### src/rtl/student_fir_pkg.sv
`default_nettype none
// ============================================================================
// Package   : student_fir_pkg
// Purpose   : Shared types and sample limits for the FIR core and its
//             output stage.
// Revision  : 1.0  initial release
// ============================================================================
package student_fir_pkg;

  localparam int ACC_WIDTH    = 32;
  localparam int SAMPLE_WIDTH = 16;

  typedef logic signed [ACC_WIDTH-1:0]    acc_t;
  typedef logic signed [SAMPLE_WIDTH-1:0] sample_t;

  localparam sample_t SAMPLE_MAX = {1'b0, {(SAMPLE_WIDTH-1){1'b1}}};
  localparam sample_t SAMPLE_MIN = {1'b1, {(SAMPLE_WIDTH-1){1'b0}}};

endpackage
`default_nettype wire

### src/rtl/student_sync_fifo.sv
`default_nettype none
// ============================================================================
// Module    : student_sync_fifo
// Purpose   : Synchronous first-word-fall-through FIFO with occupancy output.
//             A push on a full FIFO is refused unless a pop happens in the
//             same cycle; refused pushes are reported on o_drop.
// Revision  : 1.0  initial release
// ============================================================================
module student_sync_fifo #(
  parameter int WIDTH = 16,
  parameter int DEPTH = 4
) (
  input  logic                     clk,
  input  logic                     rst,
  input  logic                     i_push,
  input  logic [WIDTH-1:0]         i_data,
  input  logic                     i_pop,
  output logic [WIDTH-1:0]         o_data,
  output logic                     o_valid,
  output logic [$clog2(DEPTH):0]   o_level,
  output logic                     o_drop
);

  localparam int AW = $clog2(DEPTH);
  localparam int LW = AW + 1;
  localparam logic [LW-1:0] c_depth = LW'(DEPTH);

  // Occupancy state; the level counter is the source of truth, the state
  // register just caches the empty/full decode for the next cycle.
  localparam logic [1:0] c_EMPTY    = 2'd0;
  localparam logic [1:0] c_NONEMPTY = 2'd1;
  localparam logic [1:0] c_FULL     = 2'd2;

  logic [WIDTH-1:0] r_mem [DEPTH];
  logic [AW-1:0]    r_wr_ptr;
  logic [AW-1:0]    r_rd_ptr;
  logic [LW-1:0]    r_level;
  logic [1:0]       r_state;

  logic             w_empty;
  logic             w_full;
  logic             w_pop_ok;
  logic             w_push_ok;
  logic [LW-1:0]    w_level_nxt;
  logic [1:0]       w_state_nxt;

  assign w_empty   = (r_state == c_EMPTY);
  assign w_full    = (r_state == c_FULL);
  assign w_pop_ok  = i_pop & ~w_empty;
  assign w_push_ok = i_push & (~w_full | w_pop_ok);
  assign o_drop    = i_push & w_full & ~w_pop_ok;

  // Next level and the state it implies.
  always_comb begin
    w_level_nxt = r_level + {{AW{1'b0}}, w_push_ok} - {{AW{1'b0}}, w_pop_ok};
    if (w_level_nxt == '0) begin
      w_state_nxt = c_EMPTY;
    end else if (w_level_nxt == c_depth) begin
      w_state_nxt = c_FULL;
    end else begin
      w_state_nxt = c_NONEMPTY;
    end
  end

  // Pointer, level and state update; pointers wrap naturally at DEPTH.
  always_ff @(posedge clk) begin
    if (rst) begin
      r_wr_ptr <= '0;
      r_rd_ptr <= '0;
      r_level  <= '0;
      r_state  <= c_EMPTY;
    end else begin
      if (w_push_ok) r_wr_ptr <= r_wr_ptr + 1'b1;
      if (w_pop_ok)  r_rd_ptr <= r_rd_ptr + 1'b1;
      r_level <= w_level_nxt;
      r_state <= w_state_nxt;
    end
  end

  // Storage array; contents are don't-care until written, so no reset.
  always_ff @(posedge clk) begin
    if (w_push_ok) r_mem[r_wr_ptr] <= i_data;
  end

  assign o_data  = w_empty ? '0 : r_mem[r_rd_ptr];
  assign o_valid = ~w_empty;
  assign o_level = r_level;

endmodule
`default_nettype wire

### src/rtl/student_fir_out_stage.sv
`default_nettype none
// ============================================================================
// Module    : student_fir_out_stage
// Purpose   : Captures the FIR accumulator on each strobe rising edge,
//             rounds half-up, shifts and saturates to a sample, buffers it in
//             a FWFT FIFO and presents it over valid/ready. Counts saturated
//             and dropped results.
// Revision  : 1.0  initial release
// ============================================================================
module student_fir_out_stage
  import student_fir_pkg::*;
#(
  parameter int DATA_SIZE_FIR_OUT = ACC_WIDTH,
  parameter int DATA_SIZE         = SAMPLE_WIDTH,
  parameter int SHIFT             = 15,
  parameter int FIFO_DEPTH        = 4,
  parameter int CNT_WIDTH         = 16
) (
  input  logic                          clk_i,
  input  logic                          rst_i,
  input  logic                          valid_strobe_in,
  input  logic [DATA_SIZE_FIR_OUT-1:0]  y_in,
  input  logic                          clear_i,
  output logic [DATA_SIZE-1:0]          sample_o,
  output logic                          sample_valid_o,
  input  logic                          sample_ready_i,
  output logic [$clog2(FIFO_DEPTH):0]   fifo_level_o,
  output logic [CNT_WIDTH-1:0]          sat_count_o,
  output logic [CNT_WIDTH-1:0]          drop_count_o,
  output logic                          overflow_o
);

  localparam int SW = DATA_SIZE_FIR_OUT + 1;

  // Half-LSB rounding constant and the sample range expressed in SW bits.
  localparam logic signed [SW-1:0] c_round = {{(SW-1){1'b0}}, 1'b1} << (SHIFT - 1);
  localparam logic signed [SW-1:0] c_smax  = {{(SW-DATA_SIZE+1){1'b0}}, {(DATA_SIZE-1){1'b1}}};
  localparam logic signed [SW-1:0] c_smin  = {{(SW-DATA_SIZE+1){1'b1}}, {(DATA_SIZE-1){1'b0}}};

  logic                   r_strobe_prev;
  logic                   r_s1_valid;
  logic signed [SW-1:0]   r_s1_sum;
  logic                   r_s2_valid;
  logic [DATA_SIZE-1:0]   r_s2_data;
  logic                   r_s2_sat;
  logic [CNT_WIDTH-1:0]   r_sat_cnt;
  logic [CNT_WIDTH-1:0]   r_drop_cnt;
  logic                   r_overflow;

  logic                   w_edge;
  logic signed [SW-1:0]   w_shifted;
  logic [DATA_SIZE-1:0]   w_sample;
  logic                   w_sat;
  logic                   w_pop;
  logic                   w_drop;

  assign w_edge    = valid_strobe_in & ~r_strobe_prev;
  assign w_shifted = r_s1_sum >>> SHIFT;

  // Clamp the floor-shifted value into the signed sample range.
  always_comb begin
    w_sat    = 1'b0;
    w_sample = w_shifted[DATA_SIZE-1:0];
    if (w_shifted > c_smax) begin
      w_sat    = 1'b1;
      w_sample = {1'b0, {(DATA_SIZE-1){1'b1}}};
    end else if (w_shifted < c_smin) begin
      w_sat    = 1'b1;
      w_sample = {1'b1, {(DATA_SIZE-1){1'b0}}};
    end
  end

  // Two-stage round / shift-saturate pipeline driven by strobe rising edges.
  always_ff @(posedge clk_i) begin
    if (rst_i) begin
      r_strobe_prev <= 1'b0;
      r_s1_valid    <= 1'b0;
      r_s1_sum      <= '0;
      r_s2_valid    <= 1'b0;
      r_s2_data     <= '0;
      r_s2_sat      <= 1'b0;
    end else begin
      r_strobe_prev <= valid_strobe_in;
      r_s1_valid    <= w_edge;
      if (w_edge) r_s1_sum <= $signed({y_in[DATA_SIZE_FIR_OUT-1], y_in}) + c_round;
      r_s2_valid    <= r_s1_valid;
      if (r_s1_valid) begin
        r_s2_data <= w_sample;
        r_s2_sat  <= w_sat;
      end
    end
  end

  assign w_pop = sample_valid_o & sample_ready_i;

  student_sync_fifo #(
    .WIDTH (DATA_SIZE),
    .DEPTH (FIFO_DEPTH)
  ) u_fifo (
    .clk     (clk_i),
    .rst     (rst_i),
    .i_push  (r_s2_valid),
    .i_data  (r_s2_data),
    .i_pop   (w_pop),
    .o_data  (sample_o),
    .o_valid (sample_valid_o),
    .o_level (fifo_level_o),
    .o_drop  (w_drop)
  );

  // Saturating status counters and sticky overflow; a clear beats an increment.
  always_ff @(posedge clk_i) begin
    if (rst_i || clear_i) begin
      r_sat_cnt  <= '0;
      r_drop_cnt <= '0;
      r_overflow <= 1'b0;
    end else begin
      if (r_s2_valid && r_s2_sat && (r_sat_cnt != '1)) r_sat_cnt <= r_sat_cnt + 1'b1;
      if (w_drop && (r_drop_cnt != '1))               r_drop_cnt <= r_drop_cnt + 1'b1;
      if (w_drop)                                      r_overflow <= 1'b1;
    end
  end

  assign sat_count_o  = r_sat_cnt;
  assign drop_count_o = r_drop_cnt;
  assign overflow_o   = r_overflow;

endmodule
`default_nettype wire

### config.mk
export PLATFORM = sky130hd
export DESIGN_NAME = student_fir_out_stage
export DESIGN_NICKNAME = d
export VERILOG_FILES = /design/src/rtl/student_fir_pkg.sv /design/src/rtl/student_sync_fifo.sv /design/src/rtl/student_fir_out_stage.sv
export SDC_FILE = /design/constraint.sdc
export NUM_CORES = 1
export LEC_CHECK = 0
export BUFFER_PORTS_ARGS = -buffer_cell sky130_fd_sc_hd__buf_4
export CORE_MARGIN = 4
export CORE_UTILIZATION = 45
export CTS_BUF_LIST = sky130_fd_sc_hd__clkbuf_8 sky130_fd_sc_hd__clkbuf_16
export DETAILED_ROUTE_END_ITERATION = 12
export PLACE_DENSITY = 0.65
export SETUP_SLACK_MARGIN = 0.15
export SLEW_MARGIN = 10
export SYNTH_ARGS = -nofsm -noshare
export SYNTH_HDL_FRONTEND = slang
export SYNTH_HIERARCHICAL = 1
export SYNTH_SLANG_ARGS = --single-unit
export TNS_END_PERCENT = 50
### constraint.sdc
create_clock -name clk_i -period 5.75 [get_ports clk_i]
set_input_delay 0.8625 -clock clk_i [delete_from_list [all_inputs] [get_ports clk_i]]
set_output_delay 0.8625 -clock clk_i [all_outputs]
set_load 0.05 [all_outputs]
Word-level counts from Yosys, hierarchy flattened

Memories as Yosys holds them, arrays and structs flattened. A register that Yosys moved wholly into a read port is not among the register bits.
Cells that the tools add are included.
W data, S select, Z words.

Memories kept: 1
Memory bits (writable): 64
Output and inout port bits: 53
Register bits after elaboration: 95
Input port bits: 37
Word-level logic and storage cells: 55

Memories:

| memory       | words | bits a word | read ports | clocked after memory_dff | wr ports | RTL line                | source |
|---|---|---|---|---|---|---|---|
| u_fifo.r_mem | 4     | 16          | 1          | 1                        | 1        | student_sync_fifo.sv:34 | `logic [WIDTH-1:0] r_mem [DEPTH];` |

Reductions and logical operators: 7
Eq/ne operators: 4
Bitwise gates (word level): 11
Mux-type cells: 10
Add/sub/neg operators: 7
$lt $le $gt $ge: 2

Operators by type and width:

| operator                 | count |
|---|---|
| $mux W16                 | 3 |
| $add A32 B16 Y33 const B | 1 |
| $add A16 B1 Y16 const B  | 2 |
| $ne A16 B16 Y1 const B   | 2 |
| $gt A18 B16 Y1 const B   | 1 |
| $lt A18 B16 Y1 const B   | 1 |
| $and A1 B1 Y1            | 6 |
| $mux W2                  | 3 |
| $add A2 B1 Y2 const B    | 2 |
| $mux W1                  | 4 |
| $not A1 Y1               | 4 |
| $add A3 B1 Y3            | 1 |
| $eq A3 B3 Y1 const B     | 1 |
| $logic_and A1 B1 Y1      | 3 |
| $logic_not A3 Y1         | 1 |
| $sub A3 B1 Y3            | 1 |
| $eq A2 B2 Y1 const B     | 1 |
| $logic_not A2 Y1         | 1 |
| $reduce_or A2 Y1         | 1 |
| $logic_or A1 B1 Y1       | 1 |
| $or A1 B1 Y1             | 1 |

Depth between registers and ports, before layout

Gate-level depths: netlist of run 1.

Depth after elaboration: 10
Gate-level depth with buffers: 14
Mapped depth without buffers: 13

Modules after synthesis

The synthesis of run 1 kept the hierarchy.

By module, submodules not included:

| module                | times used | cells an instance | seq. area each (µm²) | area an instance (µm²) |
|---|---|---|---|---|
| student_fir_out_stage | 1          | 408               | 1421.4               | 3400.8 |
| student_sync_fifo     | 1          | 157               | 2142.1               | 3037.9 |

Worst setup path before layout of run 1

OpenSTA, ideal clock, no wires.

Path type: register to register
From: register u_fifo.r_state[1]
To: register u_fifo.r_state[1]
Data arrival time: 2.755 ns
Cell stages (with the launch flop): 15
Buffers on the path: 1
Library setup time: 0.092 ns
Period minus slack after synthesis: 2.847 ns
Slack: 2.903 ns
Cell sequence: dfxtp_1 -> nor2_2 -> buf_4 -> inv_2 -> and2_1 -> nor2_1 -> a21boi_2 -> inv_2 -> ha_1 -> inv_1 -> ha_1 -> fa_1 -> xnor2_1 -> xnor2_1 -> nor4_1

Cells in the longest elaborated chain, start to end: 10
Elaborated cells between the ends (all ways): 14
Those cells by class: add/sub: 2; eq/ne: 2; mux: 1; bitwise: 6; reduce/logical: 3

RTL lines:

| what                                                    | RTL line                                         | source |
|---|---|---|
| from (decl)                                             | student_sync_fifo.sv:38                          | `logic [1:0] r_state;` |
| from (signal assigned)                                  | student_sync_fifo.sv:71                          | `r_state <= c_EMPTY;` |
| from (signal assigned)                                  | student_sync_fifo.sv:76                          | `r_state <= w_state_nxt;` |
| $logic_not A2 Y1 (*)                                    | student_sync_fifo.sv:47                          | `assign w_empty = (r_state == c_EMPTY);` |
| $not A1 Y1 (*)                                          | student_sync_fifo.sv:86                          | `assign o_valid = ~w_empty;` |
| named net sample_valid_o                                | student_fir_out_stage.sv:25                      | `output logic sample_valid_o,` |
| $and A1 B1 Y1 (*)                                       | student_fir_out_stage.sv:94                      | `assign w_pop = sample_valid_o & sample_ready_i;` |
| named net w_pop                                         | student_fir_out_stage.sv:54                      | `logic w_pop;` |
| $and A1 B1 Y1 (*)                                       | student_sync_fifo.sv:49                          | `assign w_pop_ok = i_pop & ~w_empty;` |
| $or A1 B1 Y1                                            | student_sync_fifo.sv:50                          | `assign w_push_ok = i_push & (~w_full \| w_pop_ok);` |
| $and A1 B1 Y1                                           | student_sync_fifo.sv:50                          |  |
| $add A3 B1 Y3                                           | student_sync_fifo.sv:55                          | `w_level_nxt = r_level + {{AW{1'b0}}, w_push_ok} - {{AW{1'b0}}, w_pop_ok};` |
| $sub A3 B1 Y3 (*)                                       | student_sync_fifo.sv:55                          |  |
| $eq A3 B3 Y1 / $logic_not A3 Y1 (equally long branches) | student_sync_fifo.sv:58, student_sync_fifo.sv:56 |  |
| $mux W2 / $reduce_or A2 Y1 (equally long branches)      | -                                                |  |

The timed path passes the listed nets; every way through them passes the cells marked *.
A chain may end at the register's enable or synchronous reset.

==> flow_summary.json, run 1 <==
{
  "ant_nets": 0,
  "leakage_nw": 2.731,
  "cp.arrival_ns": 2.43,
  "worstPathRequired_ns": 4.89,
  "startpoint_type": "flip-flop",
  "vdd_drop_max_mv": 0.1640,
  "synth_top_area_share_pct": 29.85,
  "cts_buffers": 17,
  "max-cap-violations": 0,
  "finalInstanceArea_mm2": 0.007682,
  "internal-power_mw": 1.828,
  "antenna_found_initial": 0,
  "r2r_start": "u_fifo/r_state[1]",
  "whs_ns": 0.4725,
  "swShare_pct": 24.45,
  "coreArea_mm2": 0.01393,
  "first_pass_iters": 4,
  "synthArstFlopShare_pct": 0,
  "critical_path.max_fanout": 16,
  "clk_pin_slew_ns": 0.06,
  "reg2reg_depth": 14,
  "port_buffers": 75,
  "place_ws_ns": 2.685,
  "num_rows": 43,
  "setup_viol": 0,
  "synthesis.area_mm2": 0.006439,
  "synthFlopType": "dfxtp_1",
  "power_density_mw_per_mm2": 315.0,
  "p_sw_mw": 0.5917,
  "yosys-top-cells-area": "edfxtp_1 (30%), dfxtp_1 (25%), mux4_2 (5.6%), a21oi_1 (2.8%), nand2_1 (2.4%)",
  "timing.rr.end": "u_fifo/r_state[1]",
  "grt_overflow": 0,
  "cts_setup_buffers": 0,
  "outcome": "finished, final reports clean",
  "slew_headroom_pct": 27.55,
  "fmax_mhz": 303.4,
  "pin_count": 90,
  "critPathKind": "reg2out",
  "yosysMostFrequentCell": "dfxtp_1",
  "avgRoutedWirePerCell_um": 15.79,
  "n_antenna_cell": 0,
  "endpoint_kind": "output pin",
  "grtUsageTotal_pct": 16.30,
  "fp.dieW_um": 127.6,
  "vias_per_cell": 5.492,
  "fin_cells": 823,
  "die_y_um": 127.6,
  "grt_setup_unrepaired": "false",
  "pwr-share-clk_pct": 44.4,
  "dieArea_mm2": 0.01629,
  "clk_path_buf_depth": 2,
  "ys_types": 57,
  "clock-root-buffer": "clkbuf_16",
  "seqPwrFrac_pct": 46.7,
  "htreeDepth": 4,
  "cts_tree": "done",
  "r2r_slack_ns": 2.83,
  "syn-instance-count": 565,
  "synth-seq-cells": 146,
  "area_delta_synth_final_pct": 19.32,
  "finalMaxSlewViolations": 0,
  "nNetsFinal": 677,
  "synth_nets": 612,
  "grt_pass1_wl_um": 21350,
  "start_util_pct": 46.21,
  "cts_resized": 0,
  "hold_path.class": "reg2reg",
  "fin_skew_ns": 0.007268,
  "hold_violations": 0,
  "yosysWarnings": 6,
  "fillers": 1178,
  "drive_gt1_share_pct": 22.24,
  "dp_cells": 791,
  "drt_iter0_drc": 298,
  "wl_um": 13000,
  "finalCritPeriodShare_pct": 57.32,
  "place_hpwl_um": 8867,
  "tns_ns": 0,
  "tightest_slew_ns": 1.085,
  "synth_commonest_cells": "dfxtp_1 (82), edfxtp_1 (64), nand2_1 (41)",
  "insertion_delay_ns": 0.41,
  "dpl_cell_area_mm2": 0.007097,
  "vias": 4520,
  "synth_edf_count": 64,
  "crit_end": "sample_o[4]",
  "layout_setup_ws_ns": 2.454,
  "cts_sinks": 146,
  "cts_hold_buf": 0,
  "drc": 0,
  "finalCriticalPeriod_ns": 3.296,
  "yosysTopAreaCell": "edfxtp_1",
  "combinationalPowerShare_pct": 8.9,
  "seq_area_frac_synth_pct": 55.34,
  "first_global_vias": 4354,
  "place.gp.congestion": 0.8031,
  "grt_max_degree": 61,
  "syn_area_per_cell_um2": 11.40
}
[power by group through the flow]
stage	Combinational, mW	Sequential [mW]	Clock [mW]
finish	0.216	1.13	1.07
global route	0.235	1.13	1.13
CTS	0.219	1.13	1.10
detailed placement	0.218	1.15	0
global placement	0.213	1.15	0
floorplan	0.153	1.15	0
[cell usage in the layout, fill, tap and decap left out, types with 9 or more instances in the layout]
master     count
o21ai_0       30
or3_1         17
ha_1           9
a21oi_1       36
inv_1         12
and2_1         9
nor2b_4       11
clkbuf_16     17
buf_4         77
dfxtp_1       82
nand4_1       15
mux2i_1       13
nor2_1        38
a211oi_1      13
nand2_1       41
mux4_2        16
edfxtp_1      64
nor2b_1       12
nand3_1       12
nand2b_1      18
[how the worst min path moves through the flow]
stage                 startpoint           end  cells after the start
finish              r_s1_sum[15]  r_s1_sum[15]                      2
detailed placement  r_s1_sum[15]  r_s1_sum[15]                      2
floorplan           r_s1_sum[15]  r_s1_sum[15]                      2
global route        r_s1_sum[15]  r_s1_sum[15]                      2
CTS                 r_s1_sum[15]  r_s1_sum[15]                      2
global placement    r_s1_sum[15]  r_s1_sum[15]                      2
[metrics by stage]
| step | utilization (%) | power [mW] |
|---|---|---|
| CTS | 55.10 | 2.446 |
| finish | 55.13 | 2.420 |
| floorplan | - | 1.302 |
| detailed placement | 50.93 | 1.370 |
| global placement | 50.93 | 1.364 |
| global route | 55.13 | 2.500 |
[registers in the layout (all words and copies together) (netlist names), named ones only]
name	count
drop_count_o	16
overflow_o	1
r_s1_sum	18
r_s1_valid	1
r_s2_data	16
r_s2_sat	1
r_s2_valid	1
r_strobe_prev	1
sat_count_o	16
u_fifo/o_level	3
u_fifo/r_mem	64
u_fifo/r_rd_ptr	2
u_fifo/r_state	2
u_fifo/r_wr_ptr	2
[critical path, stage by stage, from the launching register on]
cell and delay [ns]:
dfxtp_1 1.03, mux4_2 0.63, nor2b_1 0.15, buf_4 0.20
[logic make-up (layout without fill, tap and decap cells)]
group           Yosys count  in the layout  synth area share [%]
fa+ha+maj                10             10                 2.060
xor+xnor                 14             14                 1.904
compound gates          113            113                 11.21
simple gates            209            209                 18.69
buf+inv                  43            121                 2.993
mux                      30             30                 7.792
flops                   146            146                 55.34
[layout make-up]
type	count	area, µm²	area share [%]
clock buffer	17	425.4	5.537
timing repair buffer	77	578.1	7.524
clock inverter	15	155.1	2.020
multi-input combinational	376	2690	35.02
tap	180	225.2	2.932
inverter	12	45.04	0.5863
sequential	146	3563	46.38
[routing by layer]
layer | GRT usage [%] | vias up | part of all wire (%)
met5 | 0 | - | 0
met4 | 4.494 | 0 | 1.2
met3 | 4.139 | 13 | 4.4
met2 | 26.54 | 90 | 48
met1 | 21.79 | 2185 | 46
li1 | - | 2232 | -
(Power assumes the default switching activity.)
==> run 2: changes to the inputs <==
- ABC_AREA: not set -> 1
- PLACE_DENSITY: 0.65 -> 0.67
- clock period: 5.75 -> 2.6 ns (I/O delays scaled with it)
==> run 2 against run 1 <==
Against the previous run:
- sequential power increased by 120%
- clock skew rose by 0.0028 ns
- highest routed layer unchanged
- largest cell class unchanged
- worst hold slack got worse by 0.28 ns
==> flow_summary.json, run 2 <==
{
  "reg2reg_depth": 14,
  "hold_path.class": "in2reg",
  "tightest_slew_ns": 0.5384,
  "final_common_cell": "nand2_1",
  "ant_nets": 0,
  "finalMaxSlewViolations": 0,
  "grt_setup_unrepaired": "true",
  "finalInstanceArea_mm2": 0.008164,
  "yosysTopAreaCell": "edfxtp_1",
  "ys_types": 34,
  "synth_top_area_share_pct": 28.29,
  "min_to": "r_strobe_prev",
  "clock-root-buffer": "clkbuf_16",
  "cts_buffers": 17,
  "coreArea_mm2": 0.01464,
  "largest_reg_flops": 64,
  "drc": 0,
  "syn_area_per_cell_um2": 8.146,
  "setup_viol": 0,
  "area_delta_synth_final_pct": 20.17,
  "pin_count": 90,
  "drive_gt1_share_pct": 17.49,
  "final_cell_mix": "nand2_1 (225), nor2_1 (124), buf_4 (92)",
  "cts_sinks": 146,
  "dieArea_mm2": 0.01713,
  "n_antenna_cell": 0,
  "tns_ns": 0,
  "cp_common_cell": "buf_4",
  "r2r_start": "u_fifo/r_state[1]",
  "max-cap-violations": 0,
  "fp.dieW_um": 130.9,
  "power_density_mw_per_mm2": 653.7,
  "slew_headroom_pct": 64.11,
  "syn-instance-count": 834,
  "seq_area_frac_synth_pct": 52.45,
  "port_buffers": 75,
  "place_hpwl_um": 9931,
  "vdd_drop_max_mv": 0.3789,
  "wl_um": 14430,
  "power.total_mw": 5.337,
  "crit_path_max_incr_delay_ns": 0.42,
  "num_rows": 44,
  "startpoint_type": "flip-flop",
  "grt_overflow": 0,
  "nNetsFinal": 966,
  "r2r_slack_ns": 0.35,
  "critPathKind": "reg2out",
  "endpoint_kind": "output pin",
  "start_util_pct": 46.39,
  "first_global_vias": 4960,
  "fmax_mhz": 434.3,
  "htreeDepth": 4,
  "vias": 5463,
  "cts_tree": "done",
  "first_pass_iters": 5,
  "critical_path.max_fanout": 11,
  "hold_violations": 0,
  "grtUsageTotal_pct": 17.73,
  "outcome": "finished, final reports clean",
  "yosysWarnings": 6,
  "cts_hold_buf": 0,
  "max_flop_register": "u_fifo/r_mem",
  "worstPathRequired_ns": 2.21,
  "fin_skew_ns": 0.01009,
  "grt_pass1_wl_um": 24010,
  "synth-seq-cells": 146,
  "yosysMostFrequentCell": "nand2_1",
  "clk_path_buf_depth": 2,
  "antenna_found_initial": 0,
  "synth_nets": 881,
  "die_y_um": 130.9,
  "drt_iter0_drc": 352,
  "yosys-top-cells-area": "edfxtp_1 (28%), dfxtp_1 (24%), nand2_1 (12%), nor2_1 (6.9%), a21oi_1 (4.2%)",
  "finalCritPeriodShare_pct": 88.57,
  "synth_commonest_cells": "nand2_1 (226), nor2_1 (124), dfxtp_1 (82)",
  "avgRoutedWirePerCell_um": 12.93,
  "synthFlopType": "dfxtp_1",
  "vias_per_cell": 4.895,
  "place.gp.congestion": 0.8873,
  "leakage_nw": 3.249,
  "grt_max_degree": 33,
  "dpl_cell_area_mm2": 0.007571,
  "reg.largest.list": "u_fifo/r_mem: 64 flops, r_s1_sum: 18 flops",
  "insertion_delay_ns": 0.42,
  "finalCriticalPeriod_ns": 2.303,
  "utilization_pct": 55.75,
  "synth_edf_count": 64,
  "synthArstFlopShare_pct": 0,
  "whs_ns": 0.1972,
  "slowest_stage": "dfxtp_1",
  "worstPathCellList": "clkinvlp_4 -> buf_4 -> nor2_1 -> o21ai_1 -> a21oi_1 -> buf_4",
  "clk_pin_slew_ns": 0.06,
  "cp.arrival_ns": 1.91,
  "min_path_cells": 3,
  "min-delay-start": "valid_strobe_in",
  "synthesis.area_mm2": 0.006794,
  "timing.rr.end": "u_fifo/r_state[1]"
}
run 2: cell types whose count changed in the layout (fill, tap and decap cells not counted), moves of 12 or more:
| cell | previous run | this run |
|---|---|---|
| nor2b_1 | 12 | 0 |
| mux2i_1 | 13 | 0 |
| or3_1 | 17 | 0 |
| nand2_1 | 41 | 225 |
| o21ai_1 | 1 | 26 |
| a21oi_1 | 36 | 57 |
| buf_4 | 77 | 92 |
| inv_1 | 12 | 67 |
| mux4_2 | 16 | 0 |
| nand2b_1 | 18 | 0 |
| a211oi_1 | 13 | 0 |
| nand3_1 | 12 | 37 |
| nor2_1 | 38 | 124 |
run 2: cell families (layout without fill, tap and decap cells):
kind of cell    Yosys count  after routing  share of synthesized area (%)
compound gates          131            131                          10.66
xor+xnor                 22             22                          2.836
fa+ha+maj                10             10                          1.952
buf+inv                 101            199                          6.574
flops                   146            146                          52.45
simple gates            424            424                          25.52
run 2: metrics by stage:
stage | std cells | setup WS [ns]
final | 1116 | 0.2973
after detailed placement | 1083 | 0.3677
after global placement | 1083 | 0.4053
after global routing | 1116 | 0.1432
after CTS | 1115 | 0.2529
after floorplan | 834 | 0.1548
run 2: worst max-delay path, delay by kind of cell (launching register included):
family	cells	cell delay, ns
buffers and inverters	3	0.77
DFF	1	0.42
AOI/OAI and AO/OA	2	0.20
and+or+nand+nor	1	0.10
run 2: final cells by class:
| class | count | area (µm²) |
|---|---|---|
| clock buffer | 17 | 425.4 |
| clock inverter | 15 | 157.7 |
| fill | 1373 | 6480 |
| inverter | 74 | 287.8 |
| multi-input combinational | 587 | 2801 |
| sequential | 146 | 3566 |
| tap | 184 | 230.2 |
| timing repair buffer | 92 | 690.7 |
| timing repair inverter | 1 | 5.005 |
run 2: worst max-delay path by stage:
| stage | start | end |
|---|---|---|
| global placement | sample_ready_i | u_fifo/r_state[1] |
| floorplan | u_fifo/r_state[1] | u_fifo/r_state[1] |
| detailed placement | u_fifo/r_state[1] | u_fifo/r_state[1] |
| global route | flip-flop | sample_o[14] |
| finish | flip-flop | sample_o[8] |
| CTS | flip-flop | sample_o[8] |
run 2: routing by layer:
metal	GRT usage, %	up-vias	wire length (µm)
met2	28.22	100	6811
met5	0	-	0
met1	24.40	2461	6851
met4	5.142	0	101
li1	-	2894	-
met3	4.024	8	662
run 2: report_power, final:
group / switching (mW) / leakage (nW) / total (mW) / internal [mW]
clock network: 0.965 / 0.276 / 2.39 / 1.42
logic: 0.316 / 1.71 / 0.460 / 0.144
registers: 0.0427 / 1.26 / 2.49 / 2.45
run 2: repair_timing:
item | CTS | global route
endpoints found under the hold margin | 0 | 0
buffers inserted | 0 | 0
gates resized for setup | 0 | 2
endpoints found under the setup margin | 0 | 6
==> run 3: changes to the inputs <==
- SYNTH_HIERARCHICAL: 1 -> not set
==> run 3 against run 2 <==
Against the previous run:
- critical path depth decreased by 1
- count of clock-buffer cells in the layout unchanged
- worst hold slack improved by 0.0044 ns
- worst setup slack improved by 0.067 ns
- non-clock buffer count decreased by 6
- cell count decreased by 2.1%
- combinational power increased by 150%
- register-to-register slack improved by 0.21 ns
- fmax increased by 3.0%
- sequential share of layout area increased by 0.31 points
- global-route usage increased by 0.071 points
- clock skew decreased by 0.0021 ns
==> flow_summary.json, run 3 <==
{
  "outcome": "finished, final reports clean",
  "critPathKind": "reg2out",
  "cts_setup_buffers": 0,
  "wl_um": 14620,
  "clock-root-buffer": "clkbuf_16",
  "start_util_pct": 46.26,
  "grt_pass1_wl_um": 24030,
  "tightest_slew_ns": 0.5881,
  "dieArea_mm2": 0.01702,
  "crit_family": "buffers and inverters",
  "tns_ns": 0,
  "min_to": "r_strobe_prev",
  "max-cap-violations": 0,
  "ys_types": 34,
  "fmax_mhz": 447.4,
  "power_density_mw_per_mm2": 770.1,
  "yosys-top-cells-area": "edfxtp_1 (28%), dfxtp_1 (24%), nand2_1 (9.2%), nor2_1 (8.7%), o21ai_0 (4.7%)",
  "synthFlopType": "dfxtp_1",
  "slew_headroom_pct": 60.75,
  "syn_area_per_cell_um2": 8.230,
  "n_antenna_cell": 0,
  "reg.largest.list": "u_fifo.r_mem: 64 flops, r_s1_sum: 18 flops",
  "grtUsageTotal_pct": 17.81,
  "avgRoutedWirePerCell_um": 13.38,
  "critical_path.max_fanout": 16,
  "synthArstFlopShare_pct": 0,
  "cts_buffers": 17,
  "seqPwrFrac_pct": 40.7,
  "crit_path_max_incr_delay_ns": 0.34,
  "syn-instance-count": 820,
  "first_pass_iters": 4,
  "fillers": 1320,
  "swShare_pct": 29.15,
  "r2r_start": "u_fifo.r_state[1]",
  "cts_resized": 0,
  "slowest_stage": "dfxtp_1",
  "port_buffers": 75,
  "leakage_nw": 3.177,
  "drive_gt1_share_pct": 16.17,
  "synth-seq-cells": 146,
  "synth_nets": 867,
  "worstPathRequired_ns": 2.21,
  "first_global_vias": 4939,
  "vias_per_cell": 4.933,
  "cts_hold_buf": 0,
  "setup_viol": 0,
  "clk_pin_slew_ns": 0.06,
  "hold_path.class": "in2reg",
  "grt_overflow": 0,
  "max_flop_register": "u_fifo.r_mem",
  "place.gp.congestion": 0.8769,
  "min_path_cells": 3,
  "vdd_drop_max_mv": 0.5175,
  "reg2reg_depth": 7,
  "vias": 5392,
  "coreArea_mm2": 0.01459,
  "fin_skew_ns": 0.007967,
  "grt_setup_unrepaired": "false",
  "final_common_cell": "nand2_1",
  "cts_tree": "done",
  "cts_sinks": 146,
  "synth_edf_count": 64,
  "die_y_um": 130.5,
  "finalCriticalPeriod_ns": 2.235,
  "clk_path_buf_depth": 2,
  "worst-path-buf-inv": 2,
  "fp.dieW_um": 130.5,
  "drc": 0,
  "yosysMostFrequentCell": "nand2_1",
  "htreeDepth": 4,
  "pwr-share-clk_pct": 40.8,
  "whs_ns": 0.2016,
  "timing.rr.end": "u_fifo.r_state[1]",
  "final_cell_mix": "nand2_1 (166), nor2_1 (157), buf_4 (86)",
  "p_sw_mw": 1.819,
  "insertion_delay_ns": 0.43,
  "synth_commonest_cells": "nand2_1 (166), nor2_1 (157), dfxtp_1 (82)",
  "min-delay-start": "valid_strobe_in",
  "largest_reg_flops": 64,
  "drt_iter0_drc": 295,
  "cp.arrival_ns": 1.85,
  "r2r_slack_ns": 0.56,
  "finalCritPeriodShare_pct": 85.97,
  "hold_violations": 0,
  "synthesis.area_mm2": 0.006749,
  "combinationalPowerShare_pct": 18.5,
  "grt_max_degree": 39,
  "ant_nets": 0,
  "num_rows": 44,
  "seq_area_frac_synth_pct": 52.80,
  "endpoint_kind": "output pin",
  "nNetsFinal": 943,
  "internal-power_mw": 4.420,
  "finalMaxSlewViolations": 0,
  "yosysTopAreaCell": "edfxtp_1",
  "worstPathCellList": "inv_1 -> nor2_1 -> o21ai_0 -> a21oi_1 -> buf_4",
  "area_delta_synth_final_pct": 20.04,
  "place_hpwl_um": 9777,
  "pin_count": 90,
  "antenna_found_initial": 0,
  "yosysWarnings": 0,
  "synth_top_area_share_pct": 28.48,
  "startpoint_type": "flip-flop"
}
==> run 3: cell types whose count changed after synthesis, sizes merged, moves of 2 or more <==
cell    previous run  this run
clkbuf             8        17
nor2             133       166
nor3               9         5
nand4             14        16
o21ai             59        72
xor2               9        13
nand2            229       171
buf               19        12
nand3             38        33
==> run 3: worst register-to-register path: cells and delay by family, from the launching register on <==
kind	cells	cell delay, ns
buffers and inverters	1	0.05
DFF	1	0.38
and+or+nand+nor	3	0.63
adders and majority gates	3	0.87
==> run 3: layout make-up <==
cell class,instances,area (µm²),share of cell area (%)
Sequential cell,146,3563,43.98
Multi-Input combinational cell,573,2768,34.16
Timing Repair Buffer,86,645.6,7.969
Clock buffer,17,425.4,5.251
Inverter,72,275.3,3.398
Tap cell,184,230.2,2.842
Clock inverter,15,193.9,2.394
==> run 3: per-layer routing <==
layer / track usage [%] / part of all wire [%] / routed length, µm
met1: 24.39 / 49 / 7182
met2: 28.09 / 45 / 6638
met3: 3.740 / 4.3 / 630
met4: 6.473 / 1.2 / 170
met5: 0 / 0 / 0
==> run 3: logic make-up after synthesis <==
| kind of cell | count (synthesis) | share of synthesized area (%) |
|---|---|---|
| buffers and inverters | 101 | 6.192 |
| XOR/XNOR | 26 | 3.374 |
| adder cells (fa/ha/maj) | 10 | 1.965 |
| AND/OR/NAND/NOR | 393 | 24.21 |
| AO/OA/AOI/OAI | 144 | 11.46 |
| flip-flops | 146 | 52.80 |
==> run 3: stage by stage <==
stage,util [%],worst slack (ns),power [mW],instance area [µm²],std cells
after global placement,51.29,0.5464,3.734,7482,1061
after CTS,55.53,0.3510,6.291,8102,1093
after global routing,55.53,0.2312,6.499,8102,1093
final,55.53,0.3647,6.239,8102,1093
after detailed placement,51.29,0.5027,3.747,7482,1061
after floorplan,-,0.4544,3.391,6749,820
==> run 3: power groups by stage <==
stage / Clock (mW) / Combinational [mW] / Sequential (mW)
4_1_cts: 2.58 / 1.17 / 2.54
3_5_place_dp: 0 / 1.16 / 2.59
6_report: 2.55 / 1.15 / 2.54
5_1_grt: 2.69 / 1.26 / 2.55
2_1_floorplan: 0 / 0.764 / 2.63
3_3_place_gp: 0 / 1.15 / 2.59
==> run 3: worst max-delay path by stage <==
stage                        start                end  slack [ns]  cells after the start
floorplan                flip-flop        sample_o[5]        0.45                      6
global placement    sample_ready_i  u_fifo.r_state[1]        0.55                      8
detailed placement  sample_ready_i  u_fifo.r_state[1]        0.50                      8
CTS                      flip-flop        sample_o[9]        0.35                      5
global route             flip-flop        sample_o[9]        0.23                      5
finish                   flip-flop        sample_o[9]        0.36                      5
